## src/rtl/video_timing_pkg.sv

```systemverilog
// video_timing_pkg: default arcade raster timing and helpers shared by the timing generator.
package video_timing_pkg;
    localparam int DEF_H_ACTIVE = 288;
    localparam int DEF_H_FP     = 20;
    localparam int DEF_H_SYNC   = 32;
    localparam int DEF_H_BP     = 44;
    localparam int DEF_V_ACTIVE = 224;
    localparam int DEF_V_FP     = 11;
    localparam int DEF_V_SYNC   = 7;
    localparam int DEF_V_BP     = 21;

    function automatic int total(input int a, input int fp, input int s, input int bp);
        return a + fp + s + bp;
    endfunction

    // Callers truncate the result to a signed CNT_W+1 offset register.
    function automatic int clamp_off(input int off, input int lo, input int hi);
        return off < lo ? lo : off > hi ? hi : off;
    endfunction
endpackage

```

## src/rtl/vt_axis_counter.sv

```systemverilog
// vt_axis_counter: one raster axis counter with wrap flag and undelayed blank/sync decode.
module vt_axis_counter #(
    parameter int TOTAL      = 384,
    parameter int ACTIVE     = 288,
    parameter int SYNC_START = 308,
    parameter int SYNC_LEN   = 32,
    parameter int CNT_W      = 9
) (
    input  logic               clk_sys,
    input  logic               rst_n,
    input  logic               en,
    input  logic signed [CNT_W:0] offset,
    output logic [CNT_W-1:0]   cnt,
    output logic               wrap,
    output logic               blank,
    output logic               sync
);
    int start;

    always_comb begin
        start = SYNC_START + int'(offset);
        wrap  = cnt == CNT_W'(TOTAL - 1);
        blank = int'(cnt) >= ACTIVE;
        sync  = int'(cnt) >= start && int'(cnt) < start + SYNC_LEN;
    end

    always_ff @(posedge clk_sys or negedge rst_n) begin
        if (!rst_n)
            cnt <= '0;
        else if (en)
            cnt <= wrap ? '0 : cnt + 1'b1;
    end
endmodule

```

## src/rtl/video_timing_gen.sv

```systemverilog
// video_timing_gen: clock-enabled raster generator with per-frame sync shift and blanked RGB.
module video_timing_gen
    import video_timing_pkg::*;
#(
    parameter int H_ACTIVE = DEF_H_ACTIVE,
    parameter int H_FP     = DEF_H_FP,
    parameter int H_SYNC   = DEF_H_SYNC,
    parameter int H_BP     = DEF_H_BP,
    parameter int V_ACTIVE = DEF_V_ACTIVE,
    parameter int V_FP     = DEF_V_FP,
    parameter int V_SYNC   = DEF_V_SYNC,
    parameter int V_BP     = DEF_V_BP,
    parameter bit HS_POL   = 1'b0,
    parameter bit VS_POL   = 1'b0,
    parameter int RGB_W    = 12,
    parameter int OFF_W    = 4,
    parameter int CNT_W    = 9
) (
    input  logic                    clk_sys,
    input  logic                    rst_n,
    input  logic                    ce_pix,
    input  logic signed [OFF_W-1:0] h_off,
    input  logic signed [OFF_W-1:0] v_off,
    input  logic [RGB_W-1:0]        iRGB,
    output logic [CNT_W-1:0]        HPOS,
    output logic [CNT_W-1:0]        VPOS,
    output logic [RGB_W-1:0]        oRGB,
    output logic                    HBLK,
    output logic                    VBLK,
    output logic                    HSYN,
    output logic                    VSYN,
    output logic                    line_start,
    output logic                    frame_start,
    output logic [7:0]              frame_cnt
);
    localparam int H_TOTAL = total(H_ACTIVE, H_FP, H_SYNC, H_BP);
    localparam int V_TOTAL = total(V_ACTIVE, V_FP, V_SYNC, V_BP);

    logic signed [CNT_W:0] ho, vo;
    logic h_wrap, h_blank, h_sync, v_wrap, v_blank, v_sync, frame_wrap;

    vt_axis_counter #(
        .TOTAL(H_TOTAL), .ACTIVE(H_ACTIVE), .SYNC_START(H_ACTIVE + H_FP),
        .SYNC_LEN(H_SYNC), .CNT_W(CNT_W)
    ) u_h (
        .clk_sys(clk_sys), .rst_n(rst_n), .en(ce_pix), .offset(ho),
        .cnt(HPOS), .wrap(h_wrap), .blank(h_blank), .sync(h_sync)
    );

    vt_axis_counter #(
        .TOTAL(V_TOTAL), .ACTIVE(V_ACTIVE), .SYNC_START(V_ACTIVE + V_FP),
        .SYNC_LEN(V_SYNC), .CNT_W(CNT_W)
    ) u_v (
        .clk_sys(clk_sys), .rst_n(rst_n), .en(ce_pix & h_wrap), .offset(vo),
        .cnt(VPOS), .wrap(v_wrap), .blank(v_blank), .sync(v_sync)
    );

    assign frame_wrap = ce_pix & h_wrap & v_wrap;

    // Offsets only change at the frame wrap so a sync pulse is never split mid-frame.
    always_ff @(posedge clk_sys or negedge rst_n) begin
        if (!rst_n) begin
            ho          <= '0;
            vo          <= '0;
            frame_cnt   <= '0;
            line_start  <= 1'b0;
            frame_start <= 1'b0;
            HBLK        <= 1'b1;
            VBLK        <= 1'b1;
            HSYN        <= ~HS_POL;
            VSYN        <= ~VS_POL;
            oRGB        <= '0;
        end else begin
            line_start  <= ce_pix & h_wrap;
            frame_start <= frame_wrap;
            if (frame_wrap) begin
                ho        <= (CNT_W+1)'(clamp_off(int'(h_off), -H_FP, H_BP));
                vo        <= (CNT_W+1)'(clamp_off(int'(v_off), -V_FP, V_BP));
                frame_cnt <= frame_cnt + 8'd1;
            end
            if (ce_pix) begin
                HBLK <= h_blank;
                VBLK <= v_blank;
                HSYN <= h_sync ? HS_POL : ~HS_POL;
                VSYN <= v_sync ? VS_POL : ~VS_POL;
                oRGB <= (h_blank | v_blank) ? '0 : iRGB;
            end
        end
    end
endmodule
```

## config.mk

```make
export PLATFORM = sky130hd
export DESIGN_NAME = video_timing_gen
export DESIGN_NICKNAME = d
export VERILOG_FILES = /design/src/rtl/video_timing_pkg.sv /design/src/rtl/vt_axis_counter.sv /design/src/rtl/video_timing_gen.sv
export SDC_FILE = /design/constraint.sdc
export NUM_CORES = 1
export LEC_CHECK = 0
export ABC_CLOCK_PERIOD_IN_PS = 4700
export CAP_MARGIN = 20
export CORE_MARGIN = 8
export CORE_UTILIZATION = 51
export DETAILED_ROUTE_END_ITERATION = 6
export PLACE_DENSITY = 0.85
export SYNTH_ARGS = -nofsm -noshare
export SYNTH_HDL_FRONTEND = slang
export SYNTH_HIERARCHICAL = 1
export SYNTH_SLANG_ARGS = --single-unit
```

## constraint.sdc

```tcl
create_clock -name clk_sys -period 4.7 [get_ports clk_sys]
set_input_delay 0.94 -clock clk_sys [delete_from_list [all_inputs] [get_ports clk_sys]]
set_output_delay 0.94 -clock clk_sys [all_outputs]
set_load 0.05 [all_outputs]
```

-- Yosys cells after proc, flatten, opt, wreduce, memory -nomap -nowiden
Cells that the tools add are included.
- bits in latches: 0
- register bits after elaboration: 64
- ROM bits: 0
- logic and storage cells: 45
- memories kept: 0
- RAM bits: 0
- bits of input ports: 23
- equal/unequal tests: 2
- div/mod/pow operators: 0
- shifts and indexed selects: 0
- reductions and logical operators: 2
- muxes and demuxes: 9
- multipliers: 0
- bitwise logic cells: 3
- $lt $le $gt $ge: 10
- add/subtract/negate cells: 7
- operators by type and width (cell ; number):
    $ge 10x32->1 ; 2
    $lt 10x32->1 ; 2
    $mux 10 ; 4
    $add 32x4->32 const B ; 1
    $add 32x7->32 const B ; 1
    $add 9x1->9 const B ; 2
    $eq 9x9->1 const B ; 2
    $mux 9 ; 2
    $mux 12 ; 1
    $add 10x10->11 const A ; 1
    $add 9x10->11 const A ; 1
    $ge 9x8->1 const B ; 1
    $ge 9x9->1 const B ; 1
    $add 8x1->8 const B ; 1
    $gt 4x7->1 const B ; 1
    $gt 4x6->1 const B ; 1
    $lt 4x6->1 const B ; 1
    $lt 4x5->1 const B ; 1
    $and 1x1->1 ; 2
    $logic_and 1x1->1 ; 2
    $mux 1 ; 2
    $or 1x1->1 ; 1

-- Longest topological paths before layout
Gate-level depths: netlist (run 1).
- depth after elaboration: 5
- gate-level depth with buffers: 14
- mapped depth without buffers: 14

-- By module
Netlist (run 1), hierarchy kept.
- modules (own cells, without submodules) (module ; cells an instance ; times used ; area each (um^2)):
    video_timing_gen ; 130 ; 1 ; 1377.6
    vt_axis_counter (u_v) ; 151 ; 1 ; 1273.7
    vt_axis_counter (u_h) ; 112 ; 1 ; 1002.2

-- Least setup slack after synthesis (run 1)
OpenSTA, ideal clock, no wires.
- path type: reg-to-reg
- from: reg vo[8]
- to: reg VSYN
- data required time: 4.611 ns
- data arrival time: 3.074 ns
- setup time: 0.089 ns
- stages on the path, launching flop included: 14
- period minus slack after synthesis: 3.163 ns
- path buffers: 1
- setup slack: 1.537 ns
- cells stage by stage: dfrtp_1 buf_6 or2_1 o22ai_2 xnor2_2 nor3_1 xor2_1 ha_1 a21o_1 a21oi_1 o21ai_0 a2bb2oi_1 a311oi_1 mux2i_1
- cells in the longest elaborated chain, start to end: 5
- elaborated cells on any way between the ends: 6
- those cells by class: add/sub (2); order compare (2); mux (1); reduce/logical (1)
- RTL lines (item ; line ; RTL):
    start, declared ; video_timing_gen.sv:39 ; logic signed [CNT_W:0] ho, vo;
    start signal, assigned ; video_timing_gen.sv:78 ; vo <= (CNT_W+1)'(clamp_off(int'(v_off), -V_FP, V_BP));
    $add 9x10->11 * ; vt_axis_counter.sv:21 ; start = SYNC_START + int'(offset);
    $add 32x4->32 ; vt_axis_counter.sv:24 ; sync = int'(cnt) >= start && int'(cnt) < start + SYNC_LEN;
    $lt 10x32->1 ; vt_axis_counter.sv:24 ;
    $logic_and 1x1->1 * ; vt_axis_counter.sv:24 ;
    via v_sync ; video_timing_gen.sv:40 ; logic h_wrap, h_blank, h_sync, v_wrap, v_blank, v_sync, frame_wrap;
    $mux 1 * ; video_timing_gen.sv:85 ; VSYN <= v_sync ? VS_POL : ~VS_POL;
    end signal, assigned ; video_timing_gen.sv:71 ; VSYN <= ~VS_POL;
    end signal, assigned ; video_timing_gen.sv:85 ;
    end, declared ; video_timing_gen.sv:31 ; output logic VSYN,
The timed path passes the listed nets; every way through them passes the cells marked *.
A chain may end at the register's enable or synchronous reset.

-- Worst setup path in the final report (run 1)
- from: reg vo[0]
- to: reg VSYN
Same word-level chain as after synthesis.

==> results of run 1 <==
==> metrics by stage <==
| step | hold slack [ps] | utilization, % | power [mW] | setup slack (ps) | cells |
|---|---|---|---|---|---|
| 2_1_floorplan | 446 | - | 0.722 | 1540 | 393 |
| 3_3_place_gp | 456 | 61.8 | 0.843 | 1330 | 551 |
| 3_5_place_dp | 458 | 61.8 | 0.854 | 1170 | 551 |
| 4_1_cts | 479 | 63.2 | 1.13 | 1150 | 559 |
| 5_1_grt | 495 | 63.9 | 1.17 | 1050 | 561 |
| 6_report | 474 | 63.9 | 1.12 | 1380 | 561 |
==> kinds of logic after synthesis <==
kind of cell               synth area share, %
AOI/OAI and AO/OA                         13.5
xor gates and xnor gates                  9.76
adders and majority gates                 14.4
buffers and inverters                     4.97
DFF                                       35.8
muxes                                     1.47
and+or+nand+nor                           20.1
==> worst register-to-register path, stage by stage (launching register included) <==
cell and delay, ps:
dfrtp_1 500, inv_1 150, ha_1 240, nor2b_1 110, o21ai_0 390, nand3_2 170, nor2_1 170, xnor2_1 140
ha_1 260, a2111oi_0 400, o21ai_0 200, a2bb2oi_1 170, a311oi_1 240, mux2i_1 100
==> where the power goes <==
group,switching [mW],internal (mW)
clock,0.165,0.110
sequential,0.0517,0.478
combinational,0.196,0.117
total,0.412,0.705
==> layout make-up <==
| type | count | area (um^2) | share of cell area (%) |
|---|---|---|---|
| clock inverters | 3 | 27.5 | 0.607 |
| repair buffers | 70 | 726 | 16.0 |
| multi-input cells | 300 | 2170 | 47.7 |
| clock buffers | 5 | 68.8 | 1.52 |
| well taps | 99 | 124 | 2.73 |
| inverters | 32 | 120 | 2.65 |
| flip-flops and latches | 52 | 1310 | 28.8 |
==> layer usage <==
layer	up-vias	part of all wire, %
li1	1506	-
met1	1413	46
met2	101	46
met3	12	6.4
met4	0	1.2
met5	-	0
==> sequential cells by signal (all words and copies together), names as in the netlist <==
register     flops
HSYN             1
u_h/cnt          9
line_start       1
VSYN             1
oRGB            12
vo               4
frame_start      1
HBLK             1
ho               4
frame_cnt        8
u_v/cnt          9
VBLK             1
==> worst max-delay path by stage <==
stage	start	to	slack [ps]	depth (start not counted)
final	vo[0]$_DFFE_PN0P_	VSYN$_DFFE_PN1P_	1380	13
after global routing	vo[0]$_DFFE_PN0P_	VSYN$_DFFE_PN1P_	1050	13
after CTS	vo[8]$_DFFE_PN0P_	VSYN$_DFFE_PN1P_	1150	12
after detailed placement	vo[8]$_DFFE_PN0P_	VSYN$_DFFE_PN1P_	1170	12
after global placement	vo[8]$_DFFE_PN0P_	VSYN$_DFFE_PN1P_	1330	11
after floorplan	vo[8]$_DFFE_PN0P_	VSYN$_DFFE_PN1P_	1540	13
==> layout by cell type (no fill, tap or decap), types with 6 or more instances in the layout <==
master / n
nor3_1: 6
xor2_1: 14
inv_1: 31
xnor2_1: 23
dfrtp_1: 48
nand3_1: 13
nand2_1: 60
ha_1: 42
nor2_1: 18
a21oi_1: 10
o21ai_0: 29
clkdlybuf4s50_1: 65
nand4_1: 9
==> impl_metrics.ini, run 1 <==
[outcome]
status = finished, final reports clean

[drt]
viasPerCell = 5.40
drc = 0
wirelength_um = 8360
drt_first_iter_violations = 145
detail-route-antenna-nets = 0
first_pass_iters = 4
wl_per_cell_um = 14.9
vias = 3032

[flow_run]
max_cap_violations = 0

[yosys]
yosysTopAreaCellShare_pct = 32.9
ys_warn_count = 6
ys_types = 66
async_reset_ff_share_pct = 100
syn-num-nets = 458
synth_cells = 393
synth-seq-area-share_pct = 35.8
ys_ff_latch = 52
synth_edf_count = 0
ys_top_cells_by_area = dfrtp_1 (33%), ha_1 (14%), nand2_1 (6.2%), xnor2_1 (5.5%), o21ai_0 (4.0%)
yosysMostFrequentCell = nand2_1
dominantRegCellSynth = dfrtp_1
syn_area_um2 = 3650
syn_area_per_cell_um2 = 9.30
synth_top_cell_by_area = dfrtp_1
ys_top_cells_by_count = nand2_1 (60), dfrtp_1 (48), ha_1 (42)

[global_route]
grt_util_met1_pct = 20.1
grt_pass1_wl_um = 14100
grt_max_degree = 53
met3_usage_pct = 4.35
grt.overflow.total = 0
grt_util_all_layers_pct = 16.8
met2_usage_pct = 29.0
grt.busiest_layer = met2
grt_pass1_vias = 3073
antenna_found_initial = 0

[critical_path]
cp.required_ps = 4930
crit_buf_inv = 1
cp-start-kind = register
rrSetupSlack_ps = 1380
rr_worst_depth = 13
r2r-start = vo[0]$_DFFE_PN0P_
crit_path_cell_trace = inv_1 -> ha_1 -> nor2b_1 -> o21ai_0 -> nand3_2 -> nor2_1 -> xnor2_1 -> ha_1 -> a2111oi_0 -> o21ai_0 -> a2bb2oi_1 -> a311oi_1 -> mux2i_1
cp.arrival_ps = 3550
cp_max_fo = 9
worstSetupPathType = reg2reg
r2r_end = VSYN$_DFFE_PN1P_
slowest_stage = dfrtp_1
cp_top_family = compound AO/OA/AOI/OAI gates
end_kind = register
slowest_delay_ps = 500

[worst_hold_path]
min_from = VSYN$_DFFE_PN1P_
hold_path_end = VSYN$_DFFE_PN1P_
min_path_type = reg2reg
holdPathStages = 2

[cells_and_area]
fill_cells = 575
fin_nets = 526
area_growth_pct = 24.2
final_area_um2 = 4540
diodes = 0
drive_above_1_share_pct = 7.79

[clock_network]
tritoncts = yes
cts_made_buffers = 5
cts-root-buf = clkbuf_8
post_cts.repair.setup_buffers = 0
cts_resized = 0
clock_path_buffers = 2
cts.sinks = 52
clk_pin_slew_worst_paths_ps = 100
worstSkewPairLatency_ps = 320
cts_hold_buf = 0
cts_htree_levels = 2

[power_and_ir_drop]
powerDensity_nw_per_um2 = 246
power.leakage_nw = 2.17
ir_drop_mv = 0.126

[sta]
hold_viol = 0
worst_slew_pin_slew_ps = 670
rsz0062_at_grt = no
fmax_mhz = 301
maxSlewHeadroom_pct = 55.4
final.setup.tns_ps = 0
setup_violations = 0
slew_violations = 0
finalCritPeriodShare_pct = 70.6
clock_skew_ps = 13.3
period_needed_ps = 3320

[placed_design]
place_area_um2 = 4390
gp_congestion = 0.840
hpwl_um = 6230
io_buffers = 66

[floorplan]
die_x_um = 101
num_rows = 31
die_y_um = 101
core_region_area_um2 = 7100
start_util_pct = 51.5
die-area_um2 = 10100
io_pins = 67
(Power assumes the default switching activity.)
==> run 2: changes to the inputs <==
Settings changed: ABC_CLOCK_PERIOD_IN_PS 4700 to 2900, CORE_UTILIZATION 51 to 48, PLACE_DENSITY 0.85 to 0.84.
Clock period 4.7 ns to 2.9 ns, I/O delays scaled along.
==> run 2 against run 1 <==
Clock-buffer cell count up 2. First-iteration DRC count is 39% higher. Largest cell class unchanged. Non-clock buffer count up 22. Sequential power increased by 62%. Combinational power up 60%. Utilization is 0.19 points lower. The run now ends with setup timing left. Worst hold slack worse by 140 ps. Clock skew fell by 4.8 ps. Fmax is 7.4% higher. Flip-flop and latch count is the same. Worst setup slack worse by 1600 ps. Routed wire length increased by 4.9%.
==> impl_metrics.ini, run 2 (synthesis results as in run 1) <==
[outcome]
status = complete, but fails checks
violations = setup timing

[cells_and_area]
layout_commonest_cell = clkdlybuf4s50_1
largest_reg_flops = 12
diodes = 0
drive_above_1_share_pct = 16.3
area_growth_pct = 32.0
fin_nets = 548
fin_cells = 586
layout_common_cells = clkdlybuf4s50_1 (65), nand2_1 (60), dfrtp_1 (45)
top_register = oRGB
reg.largest.list = oRGB: 12 flops, u_h/cnt: 9 flops, u_v/cnt: 9 flops

[power_and_ir_drop]
powerDensity_nw_per_um2 = 371
seqPwrFrac_pct = 47.9
p_int_mw = 1.16
finalPower_mw = 1.79
p_switching_mw = 0.632
p_sw_share_pct = 35.3
power.leakage_nw = 2.28
pwr-share-clk_pct = 24.1
ir_drop_mv = 0.203
comb_power_share_pct = 28.0

[global_route]
grt.overflow.total = 0
grt_max_degree = 35
antenna_found_initial = 0
grt_pass1_wl_um = 13900
grt_util_all_layers_pct = 16.2
grt_pass1_vias = 2957

[sta]
period_needed_ps = 3090
maxSlewHeadroom_pct = 50.6
timing.final.ws_setup_ps = -192
hold_viol = 0
worst_slew_pin_slew_ps = 740
slew_violations = 0
final.setup.tns_ps = -192
clock_skew_ps = 8.46
fmax_mhz = 323
setup_violations = 1
finalCritPeriodShare_pct = 107
rsz0062_at_grt = yes

[flow_run]
max_cap_violations = 0

[critical_path]
cp_max_fo = 5
crit_start = vo[0]$_DFFE_PN0P_
cp.required_ps = 3130
r2r-start = vo[0]$_DFFE_PN0P_
slowest_stage = dfrtp_1
cp-start-kind = register
worstSetupPathType = reg2reg
rr_worst_depth = 13
cp.arrival_ps = 3320
crit_path_cell_trace = buf_6 -> o211ai_1 -> nand2_1 -> xnor2_2 -> nand3_2 -> nor3_4 -> xor2_1 -> ha_1 -> o2111ai_1 -> o21ai_2 -> buf_4 -> a311oi_2 -> mux2i_1
end_kind = register
slowest_delay_ps = 410

[clock_network]
worstSkewPairLatency_ps = 310
cts.sinks = 52
tritoncts = yes
cts_hold_buf = 0
cts_made_buffers = 5
clk_pin_slew_worst_paths_ps = 90
clock_path_buffers = 2
cts_htree_levels = 2
cts-root-buf = clkbuf_8

[floorplan]
die_x_um = 103
start_util_pct = 48.3
num_rows = 32
io_pins = 67
die-area_um2 = 10700
die_y_um = 103
core_region_area_um2 = 7570

[drt]
drc = 0
wl_per_cell_um = 15.0
vias = 3104
drt_first_iter_violations = 201
detail-route-antenna-nets = 0
wirelength_um = 8770
first_pass_iters = 4
viasPerCell = 5.30

[worst_hold_path]
min_path_type = in2async

[placed_design]
gp_congestion = 0.865
dp.cells = 571
io_buffers = 66
hpwl_um = 6450
run 2: power groups by stage:
stage	clock (mW)	sequential (mW)	combinational (mW)
after floorplan	0	1.03	0.141
after global placement	0	0.870	0.491
after detailed placement	0	0.872	0.502
after CTS	0.440	0.859	0.504
after global routing	0.479	0.868	0.541
final	0.431	0.858	0.501
run 2: path summary, 6_finish.rpt:
| path | to | slack [ps] |
|---|---|---|
| max reg2reg | VSYN$_DFFE_PN1P_ | -190 |
| max in group asynchronous | VSYN$_DFFE_PN1P_ | 1770 |
| min | oRGB[2]$_DFFE_PN0P_ | 330 |
| min in group clk_sys | VSYN$_DFFE_PN1P_ | 470 |
| min reg2reg | VSYN$_DFFE_PN1P_ | 470 |
| max | VSYN$_DFFE_PN1P_ | -190 |
run 2: area by class of cell:
cell class / instances / area [um^2]
inverters: 32 / 120
multi-input cells: 300 / 2290
fillers: 566 / 2740
well taps: 102 / 128
clock inverters: 1 / 7.51
repair buffers: 92 / 880
clock buffers: 7 / 86.3
flip-flops and latches: 52 / 1310
run 2: worst max-delay path: cells and delay by family, from the launching register on:
kind	cells	cell delay (ps)
AO/OA/AOI/OAI	4	890
AND/OR/NAND/NOR	3	580
XOR/XNOR	2	460
flip-flops	1	410
buffers and inverters	2	300
adder cells (fa/ha/maj)	1	280
multiplexers	1	100
run 2: per-stage QoR:
stage / utilization, % / area [um^2] / setup WS (ps) / hold slack (ps)
after floorplan: - / 3660 / 16.1 / 284
after global placement: 60.1 / 4550 / -0.660 / 453
after detailed placement: 60.1 / 4550 / -152 / 459
after CTS: 61.9 / 4680 / 11.1 / 353
after global routing: 63.7 / 4820 / -280 / 388
final: 63.7 / 4820 / -192 / 331
run 2: repair_timing:
item                                    4_1_cts  5_1_grt
endpoints found under the setup margin        1        2
resized for setup                            10       21
buffers inserted                              2        5
pin swaps                                     3       11
cloned                                        0        0
endpoints found under the hold margin         0        0
run 2: metal layers:
metal / wire (um) / global-route usage (%)
met1: 3780 / 19.5
met3: 570 / 3.35
met4: 131 / 3.78
met2: 4290 / 28.8
met5: 0 / 0
